==> src/rtl/counter_pkg.sv <==
// Shared types for the counter scheduler.
package counter_pkg;

    // Scheduler FSM states.
    typedef enum logic [1:0] {
        S_IDLE = 2'd0,
        S_LOAD = 2'd1,
        S_RUN  = 2'd2,
        S_DONE = 2'd3
    } sched_state_e;

endpackage

==> src/rtl/rr_arbiter.sv <==
// Round-robin arbiter: grants the first request at or after a rotating
// pointer. The pointer moves to one past the winner when advance is high.
module rr_arbiter #(
    parameter int N = 4,
    localparam int IDW = $clog2(N)
) (
    input  logic           clk,
    input  logic           rst_n,
    input  logic [N-1:0]   req,
    input  logic           advance,
    output logic [N-1:0]   gnt,
    output logic [IDW-1:0] gnt_idx
);

    logic [IDW-1:0] ptr;

    // Scan from the pointer, wrapping, and take the first active request.
    always_comb begin : pick
        int             cand_int;
        logic [IDW-1:0] cand;
        logic           found;
        gnt      = '0;
        gnt_idx  = '0;
        found    = 1'b0;
        cand_int = 0;
        cand     = '0;
        for (int k = 0; k < N; k++) begin
            cand_int = (int'(ptr) + k) % N;
            cand     = IDW'(cand_int);
            if (!found && req[cand]) begin
                found        = 1'b1;
                gnt_idx      = cand;
                gnt[cand]    = 1'b1;
            end
        end
    end

    // Rotate the pointer past the winner when a grant is taken.
    always_ff @(posedge clk or negedge rst_n) begin
        if (!rst_n) begin
            ptr <= '0;
        end else if (advance && (|req)) begin
            ptr <= (gnt_idx == IDW'(N - 1)) ? '0 : gnt_idx + 1'b1;
        end
    end

endmodule

==> src/rtl/counter_sched.sv <==
// Shares one up-counter between N_REQ requesters. A granted requester's start
// value is loaded, the counter runs until it wraps to zero, and the
// requester's done bit pulses.
//
// Handshake: a requester raises req_valid[i] with req_data slice i stable and
// holds both until req_valid[i] & req_ready[i] is seen high at a rising clock
// edge; that edge is the transfer. req_ready is one-hot, only in S_IDLE.
module counter_sched
    import counter_pkg::*;
#(
    parameter int N_REQ = 4,
    parameter int WIDTH = 8,
    localparam int ID_W = $clog2(N_REQ)
) (
    input  logic                   clk,
    input  logic                   rst_n,
    input  logic [N_REQ-1:0]       req_valid,
    input  logic [N_REQ*WIDTH-1:0] req_data,
    output logic [N_REQ-1:0]       req_ready,
    output logic [N_REQ-1:0]       done,
    output logic                   aborted,
    input  logic                   abort,
    output logic                   busy,
    output logic [ID_W-1:0]        grant_id,
    output logic                   err_no_ovf,
    output logic                   cnt_enable,
    output logic                   cnt_load,
    output logic [WIDTH-1:0]       cnt_load_data,
    input  logic [WIDTH-1:0]       cnt_count,
    input  logic                   cnt_overflow,
    output sched_state_e           state_dbg
);

    sched_state_e      state, state_n;
    logic [N_REQ-1:0]  gnt;
    logic [ID_W-1:0]   gnt_idx;
    logic [WIDTH-1:0]  sel_data;
    logic [WIDTH-1:0]  l_q;
    logic [ID_W-1:0]   grant_id_q;
    logic              aborted_q;
    logic              err_q;
    logic              accept;
    logic              abort_live;

    assign accept     = (state == S_IDLE) && (|req_valid);
    assign abort_live = abort && ((state == S_LOAD) || (state == S_RUN));

    rr_arbiter #(.N(N_REQ)) u_arb (
        .clk     (clk),
        .rst_n   (rst_n),
        .req     (req_valid),
        .advance (accept),
        .gnt     (gnt),
        .gnt_idx (gnt_idx)
    );

    // Select the winning requester's start value.
    always_comb begin
        sel_data = '0;
        for (int i = 0; i < N_REQ; i++) begin
            if (gnt[i]) sel_data = req_data[i*WIDTH +: WIDTH];
        end
    end

    // FSM state register.
    always_ff @(posedge clk or negedge rst_n) begin
        if (!rst_n) state <= S_IDLE;
        else        state <= state_n;
    end

    // Next state and state-decoded outputs; abort gates load/enable in its own cycle.
    always_comb begin
        state_n    = state;
        req_ready  = '0;
        done       = '0;
        cnt_load   = 1'b0;
        cnt_enable = 1'b0;
        busy       = (state != S_IDLE);
        case (state)
            S_IDLE: begin
                // rst_n keeps ready low while reset is held.
                if (rst_n) req_ready = gnt;
                if (|req_valid) state_n = S_LOAD;
            end
            S_LOAD: begin
                cnt_load = !abort;
                state_n  = abort ? S_IDLE : S_RUN;
            end
            S_RUN: begin
                cnt_enable = !abort;
                if (abort)                              state_n = S_IDLE;
                else if (cnt_count == {WIDTH{1'b1}})    state_n = S_DONE;
            end
            S_DONE: begin
                done[grant_id_q] = 1'b1;
                state_n          = S_IDLE;
            end
            default: state_n = S_IDLE;
        endcase
    end

    // Capture start value and grant index on the accepting edge.
    always_ff @(posedge clk or negedge rst_n) begin
        if (!rst_n) begin
            l_q        <= '0;
            grant_id_q <= '0;
        end else if (accept) begin
            l_q        <= sel_data;
            grant_id_q <= gnt_idx;
        end
    end

    // Abort pulse and sticky missing-overflow flag.
    always_ff @(posedge clk or negedge rst_n) begin
        if (!rst_n) begin
            aborted_q <= 1'b0;
            err_q     <= 1'b0;
        end else begin
            aborted_q <= abort_live;
            err_q     <= err_q | ((state == S_DONE) && !cnt_overflow);
        end
    end

    assign aborted       = aborted_q;
    assign err_no_ovf    = err_q;
    assign grant_id      = grant_id_q;
    assign cnt_load_data = l_q;
    assign state_dbg     = state;

endmodule

==> config.mk <==
export PLATFORM = sky130hd
export DESIGN_NAME = counter_sched
export DESIGN_NICKNAME = d
export VERILOG_FILES = /design/src/rtl/counter_pkg.sv /design/src/rtl/rr_arbiter.sv /design/src/rtl/counter_sched.sv
export SDC_FILE = /design/constraint.sdc
export NUM_CORES = 1
export LEC_CHECK = 0
export ABC_AREA = 1
export CAP_MARGIN = 0
export CELL_PAD_IN_SITES_DETAIL_PLACEMENT = 1
export CELL_PAD_IN_SITES_GLOBAL_PLACEMENT = 1
export CORE_MARGIN = 2
export CORE_UTILIZATION = 28
export DETAILED_ROUTE_END_ITERATION = 8
export HOLD_SLACK_MARGIN = 0.06
export PLACE_DENSITY_LB_ADDON = 0.1
export SYNTH_ARGS = -nofsm -noshare
export SYNTH_HDL_FRONTEND = slang
export SYNTH_SLANG_ARGS = --single-unit
==> constraint.sdc <==
create_clock -name clk -period 3.2 [get_ports clk]
set_clock_uncertainty 0.15 [all_clocks]
set_input_delay 0.48 -clock clk [delete_from_list [all_inputs] [get_ports clk]]
set_output_delay 0.48 -clock clk [all_outputs]
set_load 0.1 [all_outputs]
* Word level (Yosys, flattened, before mapping)
Index checks and enable logic that the tools add are counted.
** Storage, ports and cells
- Register bits after elaboration :: 16
- Latch bits :: 0
- Bits in writable memories :: 0
- Memory bits (read-only) :: 0
- Input bits :: 48
- Output and inout port bits :: 25
- Word-level logic and storage cells :: 97
- Memories kept :: 0
** Operators by class
- Add/subtract/negate cells :: 4
- Multiply operators :: 0
- Div/mod/pow operators :: 0
- Magnitude comparators :: 10
- Eq/ne operators :: 7
- Shift-type cells :: 0
- Muxes and demuxes :: 44
- Bitwise operators :: 4
- Reduce and logical (&&, ||, !) cells :: 22
** Operator list (count)
- $mux W8 :: 4
- $mux W4 :: 7
- $mux W2 :: 9
- $lt A2 B3 Y1 const B :: 5
- $mux W1 :: 14
- $logic_and A1 B1 Y1 :: 12
- $or A4 B4 Y4 :: 3
- $demux W1 S2 :: 5
- $ge A2 B1 Y1 const B :: 5
- $bmux W1 S2 :: 4
- $eq A8 B8 Y1 const B :: 1
- $pmux W2 S4 :: 1
- $eq A2 B2 Y1 const B :: 3
- $logic_not A1 Y1 :: 5
- $add A2 B1 Y2 const B :: 2
- $add A2 B2 Y2 const B :: 2
- $reduce_or A4 Y1 :: 1
- $ne A3 B2 Y1 const B :: 1
- $eq A2 B1 Y1 const B :: 1
- $logic_not A2 Y1 :: 1
- $ne A2 B1 Y1 const B :: 1
- $reduce_and A2 Y1 :: 1
- $reduce_bool A2 Y1 :: 1
- $logic_or A1 B1 Y1 :: 1
- $or A1 B1 Y1 :: 1

* Longest topological paths before layout
Gate-level depths: netlist of the first run.
- Depth after elaboration :: 16
- Mapped depth :: 15

* Modules after synthesis
Synthesis of the first run repeated with hierarchy kept, for this count alone.
** Unflattened totals
- Cell total of the unflattened synthesis :: 265
- Area, all modules :: 1751.7 sq um
** Modules (own cells, without submodules)
- counter_sched :: times used 1, cells each 167, area each 1063.5 sq um
- rr_arbiter :: times used 1, cells each 98, area each 688.2 sq um

* Least setup slack after synthesis of the first run
OpenSTA, ideal clock, no wires.
- Path kind :: reg-to-output
- From :: reg state[1], in the netlist state_dbg[1]
- To :: out done[0]
- Arrival :: 3.336 ns
- Data required time :: 2.570 ns
- Slack :: -0.766 ns
- Cell stages (with the launch flop) :: 4
- Buffers on the path :: 0
- Cells stage by stage :: dfrtp_1 -> ha_1 -> inv_1 -> nor3_1
** Between the ends
- Word-level cells in the longest chain between the ends :: 2
** Ends and longest elaborated chain
- start, declared :: line counter_sched.sv:34 : sched_state_e state, state_n;
- start signal, assigned :: line counter_sched.sv:68 : else state <= state_n;
- $eq A2 B2 Y1 :: line counter_sched.sv:79 : case (state)
- $mux W4 :: line counter_sched.sv:79
- end, declared :: line counter_sched.sv:20 : output logic [N_REQ-1:0] done,
Every way passes these cells.

* Worst setup path in the final report of the first run
- From :: reg u_arb.ptr[1]
- To :: out req_ready[0]
** Between the ends
- Word-level cells in the longest chain between the ends :: 14
- Elaborated cells between the ends (all ways) :: 49
** Ends and longest elaborated chain
- start, declared :: line rr_arbiter.sv:15 : logic [IDW-1:0] ptr;
- start signal, assigned :: line rr_arbiter.sv:43 : ptr <= (gnt_idx == IDW'(N - 1)) ? '0 : gnt_idx + 1'b1;
- parallel branches: the longest is 11 deep, another holds $lt A2 B3 Y1
- $mux W4 (*) :: line rr_arbiter.sv:30 : if (!found && req[cand]) begin
- $mux W4 (*) :: line counter_sched.sv:82 : if (rst_n) req_ready = gnt;
- $mux W4 (*) :: line counter_sched.sv:79
- end, declared :: line counter_sched.sv:19 : output logic [N_REQ-1:0] req_ready,
Mark *: on every way between the ends. The select of a mux whose other input is x is not followed.

==> results of run 1 <==
## metrics by stage
stage / setup TNS, ps / std cells
floorplan: -3070 / 215
global placement: 0 / 358
detailed placement: 0 / 358
CTS: 0 / 362
global route: 0 / 362
finish: 0 / 362
## critical path, stage by stage, from the launching register on
cell and delay, ps:
dfrtp_2 460, inv_2 140, ha_1 290, inv_1 110
nand3_1 80, nand2_1 120, nand3_1 130, nor2_4 150
nand2_1 80, nand3_2 170, nand2_1 70, inv_1 100
buf_12 180
## logic make-up after synthesis
kind of cell	count (synthesis)	share of synthesized area [%]
and+or+nand+nor	104	35.2
AOI/OAI and AO/OA	48	18.1
buffers and inverters	34	10.7
DFF	16	25.8
adders and majority gates	12	9.68
xor gates and xnor gates	1	0.565
## state kept, by name, indices dropped and copies added (netlist names)
name / cells
aborted: 1
state_dbg: 2
err_no_ovf: 1
grant_id: 2
u_arb.ptr: 2
cnt_load_data: 8
## cells in the mapped netlist
| cell | instances |
|---|---|
| nand2_1 | 50 |
| a21oi_1 | 31 |
| inv_1 | 25 |
| dfrtp_1 | 16 |
| nand3_1 | 13 |
| ha_1 | 12 |
| nor2_1 | 12 |
| nand4_1 | 5 |
| o21ai_0 | 5 |
| buf_6 | 4 |
| nand2_2 | 4 |
| nor3_1 | 4 |
| a21oi_2 | 3 |
| nand2_4 | 3 |
| nand3_2 | 3 |
| nor2_4 | 3 |
| nand3_4 | 2 |
| a21boi_0 | 1 |
| a21boi_1 | 1 |
| a21boi_2 | 1 |
| a22oi_2 | 1 |
| and2_1 | 1 |
| clkbuf_1 | 1 |
| clkinv_1 | 1 |
| inv_2 | 1 |
| inv_4 | 1 |
| inv_6 | 1 |
| nand3b_1 | 1 |
| nand4_2 | 1 |
| nor4_1 | 1 |
| o2111ai_1 | 1 |
| o21a_1 | 1 |
| o21ai_1 | 1 |
| o21bai_1 | 1 |
| o22ai_1 | 1 |
| or2_1 | 1 |
| xor2_1 | 1 |
## repair_timing
item                                   4_1_cts  5_1_grt
gates resized for setup                      0        2
setup endpoints to repair                    0        2
endpoints found under the hold margin        0        0
hold buffers                                 0        0
## metal layers
metal | wire [µm] | up-vias | part of all wire, % | track usage [%]
met5 | 0 | - | 0 | 0
met4 | 38 | 0 | 0.78 | 4.21
met3 | 149 | 4 | 3.1 | 1.26
met2 | 2370 | 32 | 48 | 27.9
met1 | 2330 | 785 | 48 | 22.1
li1 | - | 858 | - | -
## cells in the final DEF, fill, tap and decap left out, drive strengths merged, types with 3 or more instances in the layout
cell,n
clkbuf,4
nand4,6
ha,12
clkdlybuf4s50,47
nor2,15
nand3,18
inv,28
a21boi,3
o21ai,6
a21oi,34
dfrtp,16
nand2,57
buf,29
nor3,4
## layout make-up
cell class	count	area, µm²
fill	697	3050
multi-input combinational	165	987
timing repair buffer	76	738
sequential	16	402
inverter	29	116
tap	72	90.1
clock buffer	4	55.1
## worst max path at each step
stage / start / endpoint / slack, ps / cells after the start
2_1_floorplan: state_dbg[1]$_DFFE_PN0P_ / done[0] / -770 / 3
3_3_place_gp: req_valid[0] / grant_id[0]$_DFFE_PN0P_ / 190 / 6
3_5_place_dp: req_valid[0] / grant_id[0]$_DFFE_PN0P_ / 120 / 6
4_1_cts: u_arb.ptr[1]$_DFFE_PN0P_ / req_ready[0] / 100 / 12
5_1_grt: u_arb.ptr[1]$_DFFE_PN0P_ / req_ready[0] / 40 / 12
6_report: u_arb.ptr[1]$_DFFE_PN0P_ / req_ready[0] / 230 / 12
==> flow_metrics.tcl, run 1 <==
set metrics [dict create \
    min_from "err_no_ovf$_DFF_PN0_" \
    outcome "finished, final reports clean" \
    yosysWarnings 0 \
    postCtsSetupBuffers 0 \
    stdcell_area_um2 2390 \
    antenna_found_initial 0 \
    worst-path-max-fanout 9 \
    drt_first_pass_iters 4 \
    core_area_um2 5440 \
    clk_path_buf_depth 2 \
    grt_pass1_wl_mm 8.10 \
    drt_iter0_markers 46 \
    setup_viol_count_final 0 \
    place_congestion 0.761 \
    routed_via_density 4.64 \
    htreeDepth 1 \
    min_path_cells 1 \
    utilization_pct 43.9 \
    ys_ff_latch 16 \
    max-slew-margin-rel_pct 40.8 \
    cp.required_ps 2570 \
    worst_setup_path_start_kind "register" \
    dieArea_um2 6150 \
    min_to "err_no_ovf$_DFF_PN0_" \
    hpwl_mm 4.05 \
    period_share_pct 92.7 \
    grt_pass1_vias 1695 \
    cap_violations 0 \
    min_path_type "register to register" \
    r2r_slack_ps 430 \
    yosysTopAreaCell "dfrtp_1" \
    drt_wl_total_mm 4.89 \
    hold_viol 0 \
    drcViolationCount 0 \
    hold_ws_ps 348 \
    drive_above_1_share_pct 20.7 \
    synth_top_area_share_pct 25.8 \
    place.port_buffers 72 \
    vias 1679 \
    rsz0062_at_grt "no" \
    cp.arrival_ps 2340 \
    cts_tree "yes" \
    postPlaceCellArea_um2 2330 \
    grt_max_degree 17 \
    io_pins 73 \
    synthDistinctLibCells 37 \
    diodes 0 \
    postRouteAntennaNets 0 \
    numCtsBuffers 3 \
    dieWidth_um 78.4 \
    grt.total_usage_pct 16.3 \
    syn_nets 275 \
    rr_startpoint "state_dbg[0]$_DFFE_PN0P_" \
    pre_cts_slack_ps 117 \
    endpoint_kind "output pin" \
    clockRootBuffer "clkbuf_8" \
    netlist_area_um2 1550 \
    synthToLayoutAreaGrowth_pct 54.1 \
    slew_violations 0 \
    fin_crit_ps 2970 \
    ys_seq_area_share_pct 25.8 \
    worst_pin_slew_ps 885 \
    r2r_cells 7 \
    final_nets 351 \
    drt-wirelength-per-cell_um 13.5 \
    avgSynthCellArea_um2 7.21 \
    grt_overflow 0 \
    start_util_pct 28.5 \
    clk_pin_slew_ps 60 \
    clock_sinks 16 \
    fp.dieH_um 78.4 \
    insertion_delay_ps 250 \
    path_class "register to output pin" \
    rows 27 \
    synth_cells 215 \
    r2r_end "grant_id[0]$_DFFE_PN0P_" \
    post-route-worst-setup-slack_ps 232 \
    max_freq_mhz 337 \
    netlist_top_cells_area "dfrtp_1, nand2_1, a21oi_1, ha_1, inv_1" \
]
Power of run 1 is not shown: default switching activity piles up to over one toggle a cycle in this logic, so the estimate is an artifact.
==> run 2: changes to the inputs <==
--- a/config.mk
+++ b/config.mk
@@ -10,7 +10,8 @@
 export CELL_PAD_IN_SITES_DETAIL_PLACEMENT = 1
 export CELL_PAD_IN_SITES_GLOBAL_PLACEMENT = 1
 export CORE_MARGIN = 2
-export CORE_UTILIZATION = 28
+export CORE_UTILIZATION = 30
+export CTS_CLUSTER_DIAMETER = 200
 export DETAILED_ROUTE_END_ITERATION = 8
 export HOLD_SLACK_MARGIN = 0.06
 export PLACE_DENSITY_LB_ADDON = 0.1
==> constraint.sdc (replaced) <==
create_clock -name clk -period 3.8 [get_ports clk]
set_clock_uncertainty 0.15 [all_clocks]
set_input_delay 0.57 -clock clk [delete_from_list [all_inputs] [get_ports clk]]
set_output_delay 0.57 -clock clk [all_outputs]
set_load 0.1 [all_outputs]
==> flow_metrics.tcl, run 2 (same netlist as run 1, synthesis figures left out) <==
set metrics [dict create \
    outcome "finished, final reports clean" \
    top_layer "met4" \
    start_util_pct 30.7 \
    drt_wl_total_mm 4.75 \
    fillers 644 \
    hold_viol 0 \
    hpwl_mm 3.93 \
    drive_above_1_share_pct 14.5 \
    cp.arrival_ps 2580 \
    min_path_type "register to register" \
    max_stage_delay_ps 630 \
    path_class "register to output pin" \
    wl_met3_um 187 \
    place_congestion 0.837 \
    drcViolationCount 0 \
    clk_path_buf_depth 2 \
    clockRootBuffer "clkbuf_8" \
    worst_setup_path_start_kind "register" \
    grt_overflow 0 \
    drt-wirelength-per-cell_um 13.2 \
    insertion_delay_ps 250 \
    drt_first_pass_iters 4 \
    clock_sinks 16 \
    cap_violations 0 \
    fin_crit_ps 3300 \
    io_pins 73 \
    worst-path-max-fanout 17 \
    cts_resized 0 \
    rsz0062_at_grt "no" \
    setup-tns-final_ps 0 \
    cts_tree "yes" \
    grt_max_degree 18 \
    htreeDepth 1 \
    core_area_um2 5040 \
    drt_iter0_markers 53 \
    vias 1666 \
    synthToLayoutAreaGrowth_pct 55.4 \
    grt.total_usage_pct 16.9 \
    slew_violations 0 \
    endpoint_kind "output pin" \
    layout.cells.most_common_list "clkdlybuf4s50_1, nand2_1, a21oi_1, inv_1, dfrtp_1" \
    final_nets 350 \
    r2r_cells 12 \
    hold_buffers 0 \
    max-slew-margin-rel_pct 33.1 \
    grt_pass1_wl_mm 7.46 \
    fp.dieH_um 75.9 \
    place.port_buffers 72 \
    placed_cells 355 \
    diodes 0 \
    wl_met2_mm 2.27 \
    clk_pin_slew_ps 60 \
    largest_reg_flops 8 \
    postRouteAntennaNets 0 \
    instances_no_fill 359 \
    worst_pin_slew_ps 1000 \
    postCtsSetupBuffers 0 \
    max_freq_mhz 303 \
    antenna_found_initial 0 \
    dieArea_um2 5760 \
    wl_met1_mm 2.25 \
    cp.required_ps 3080 \
    cp_slowest_cell "dfrtp_1" \
    final_common_cell "clkdlybuf4s50_1" \
    numCtsBuffers 3 \
    grt_pass1_vias 1619 \
    dieWidth_um 75.9 \
    period_share_pct 86.9 \
    routed_via_density 4.64 \
    setup_viol_count_final 0 \
    rows 26 \
    min_path_cells 1 \
    cp_cell_sequence "inv_6 > ha_1 > inv_1 > nand3_1 > nand2_1 > nand3_1 > nor2_4 > nand2_2 > nand3_4 > nand2_1 > inv_1 > buf_12" \
]
run 2: final cells by class:
cell class                 instances  area, µm²  share of cell area [%]
clock buffer                       4       55.1                    2.28
sequential                        16        400                    16.6
tap                               70       87.6                    3.63
timing repair buffer              75        766                    31.8
inverter                          29        116                    4.83
multi-input combinational        165        985                    40.9
run 2: critical path, delay by kind of cell (launching register included):
| kind | cells | cell delay (ps) |
|---|---|---|
| adder cells (fa/ha/maj) | 1 | 380 |
| AND/OR/NAND/NOR | 7 | 820 |
| flip-flops | 1 | 630 |
| buffers and inverters | 4 | 490 |
run 2: path summary, 6_finish.rpt:
check                                              start                            to  slack [ps]
max in group asynchronous                          rst_n      state_dbg[0]$_DFFE_PN0P_        2830
worst min register to register      err_no_ovf$_DFF_PN0_          err_no_ovf$_DFF_PN0_         330
worst min-delay path                err_no_ovf$_DFF_PN0_          err_no_ovf$_DFF_PN0_         330
min in group asynchronous                          rst_n  cnt_load_data[4]$_DFFE_PN0P_         480
worst max register to register  u_arb.ptr[0]$_DFFE_PN0P_      u_arb.ptr[1]$_DFFE_PN0P_        1120
worst max-delay path            u_arb.ptr[0]$_DFFE_PN0P_                  req_ready[2]         500
run 2: metrics by stage:
stage               setup WS, ps  hold slack, ps  area, µm²  util [%]
floorplan                   -256             124       1550         -
global placement             759             312       2350      46.7
detailed placement           701             323       2350      46.7
CTS                          468             338       2410      47.8
global route                 280             351       2410      47.8
finish                       496             334       2410      47.8
run 2: metal layers:
layer	track usage, %	vias to the layer above
met5	0	-
met4	4.68	0
met3	2.38	5
met2	27.7	34
met1	23.3	769
li1	-	858
Power of run 2 is left out for the same reason.
==> run 3: changes to the inputs <==
--- a/config.mk
+++ b/config.mk
@@ -9,7 +9,7 @@
 export CAP_MARGIN = 0
 export CELL_PAD_IN_SITES_DETAIL_PLACEMENT = 1
 export CELL_PAD_IN_SITES_GLOBAL_PLACEMENT = 1
-export CORE_MARGIN = 2
+export CORE_MARGIN = 4
 export CORE_UTILIZATION = 30
 export CTS_CLUSTER_DIAMETER = 200
 export DETAILED_ROUTE_END_ITERATION = 8
==> flow_metrics.tcl, run 3 (same netlist as run 1, synthesis figures left out) <==
set metrics [dict create \
    largest_reg_flops 8 \
    start_util_pct 32.0 \
    numCtsBuffers 3 \
    place.port_buffers 72 \
    grt_pass1_vias 1683 \
    htreeDepth 1 \
    min_path_cells 1 \
    antenna_found_initial 0 \
    postCtsSetupBuffers 0 \
    min_from "err_no_ovf$_DFF_PN0_" \
    fp.dieH_um 79.9 \
    pre_cts_slack_ps 663 \
    diodes 0 \
    dieWidth_um 79.9 \
    clk_path_buf_depth 2 \
    final_common_cell "clkdlybuf4s50_1" \
    grt.total_usage_pct 16.1 \
    post-route-worst-setup-slack_ps 454 \
    path_class "register to output pin" \
    io_pins 73 \
    stdcell_area_um2 2390 \
    worst_setup_path_start_kind "register" \
    routed_via_density 4.68 \
    cp.arrival_ps 2630 \
    grt_pass1_wl_mm 8.25 \
    hpwl_mm 4.16 \
    worst_pin_slew_ps 1010 \
    rows 25 \
    setup-tns-final_ps 0 \
    rsz0062_at_grt "no" \
    clk_pin_slew_ps 60 \
    final_nets 350 \
    drt_iter0_markers 62 \
    min_path_type "register to register" \
    drcViolationCount 0 \
    min_to "err_no_ovf$_DFF_PN0_" \
    r2r_end "u_arb.ptr[1]$_DFFE_PN0P_" \
    synthToLayoutAreaGrowth_pct 54.3 \
    core_area_um2 4850 \
    hold_buffers 0 \
    hold_viol 0 \
    clock_sinks 16 \
    r2r_slack_ps 1110 \
    insertion_delay_ps 240 \
    fin_crit_ps 3350 \
    endpoint_kind "output pin" \
    cts_tree "yes" \
    postRouteAntennaNets 0 \
    max_freq_mhz 299 \
    fillers 622 \
    postPlaceCellArea_um2 2350 \
    setup_viol_count_final 0 \
    place_congestion 0.788 \
    vias 1662 \
    layout.cells.most_common_list "clkdlybuf4s50_1, nand2_1, a21oi_1, inv_1, dfrtp_1" \
    drive_above_1_share_pct 14.2 \
    grt_max_degree 18 \
    r2r_cells 11 \
    grt_overflow 0 \
    max-slew-margin-rel_pct 32.4 \
    cp.required_ps 3080 \
    worst-path-max-fanout 17 \
    cts_resized 0 \
    drt-wirelength-per-cell_um 14.0 \
    period_share_pct 88.0 \
    outcome "finished, final reports clean" \
    utilization_pct 49.3 \
    rr_startpoint "u_arb.ptr[0]$_DFFE_PN0P_" \
    cap_violations 0 \
    clockRootBuffer "clkbuf_8" \
    drt_wl_total_mm 4.98 \
    drt_first_pass_iters 4 \
    dieArea_um2 6380 \
    slew_violations 0 \
]
## run 3: cell count changes in the layout (fill, tap and decap cells not counted)
cell and delta:
clkbuf_8 -1
## run 3: area by class of cell
cell class              count  area (µm²)  share of cell area [%]
clock buffers               3        41.3                    1.73
inverters                  29         116                    4.86
multi-input cells         165         985                    41.2
flip-flops and latches     16         400                    16.7
well taps                  67        83.8                    3.50
repair buffers             75         766                    32.0
## run 3: worst max-delay path: stages, from the launching register on
cell and delay [ps]:
dfrtp_1 630, inv_6 100, ha_1 380, inv_1 120, nand3_1 80, nand2_1 130, nand3_1 150, nor2_4 160
nand2_2 80, nand3_4 200, nand2_1 80, inv_1 100, buf_12 180
## run 3: routing by layer
| layer | vias up | global-route usage (%) | routed length [µm] |
|---|---|---|---|
| met5 | - | 0 | 0 |
| met4 | 0 | 3.55 | 38 |
| met3 | 5 | 2.71 | 206 |
| met2 | 32 | 26.5 | 2420 |
| met1 | 773 | 21.9 | 2320 |
| li1 | 852 | - | - |
## run 3: through the flow
step	cells	hold WS, ps
after global placement	352	317
after global routing	355	385
final	355	332
after floorplan	215	124
after detailed placement	352	317
after CTS	355	337
## run 3: worst max path at each step
stage / start / to / cells past startpoint
after floorplan: state_dbg[1]$_DFFE_PN0P_ / done[0] / 3
after global placement: req_valid[3] / req_ready[2] / 11
after detailed placement: req_valid[3] / req_ready[2] / 11
after CTS: u_arb.ptr[0]$_DFFE_PN0P_ / req_ready[2] / 12
after global routing: u_arb.ptr[0]$_DFFE_PN0P_ / req_ready[0] / 12
final: u_arb.ptr[0]$_DFFE_PN0P_ / req_ready[2] / 12
Power of run 3 is left out for the same reason.
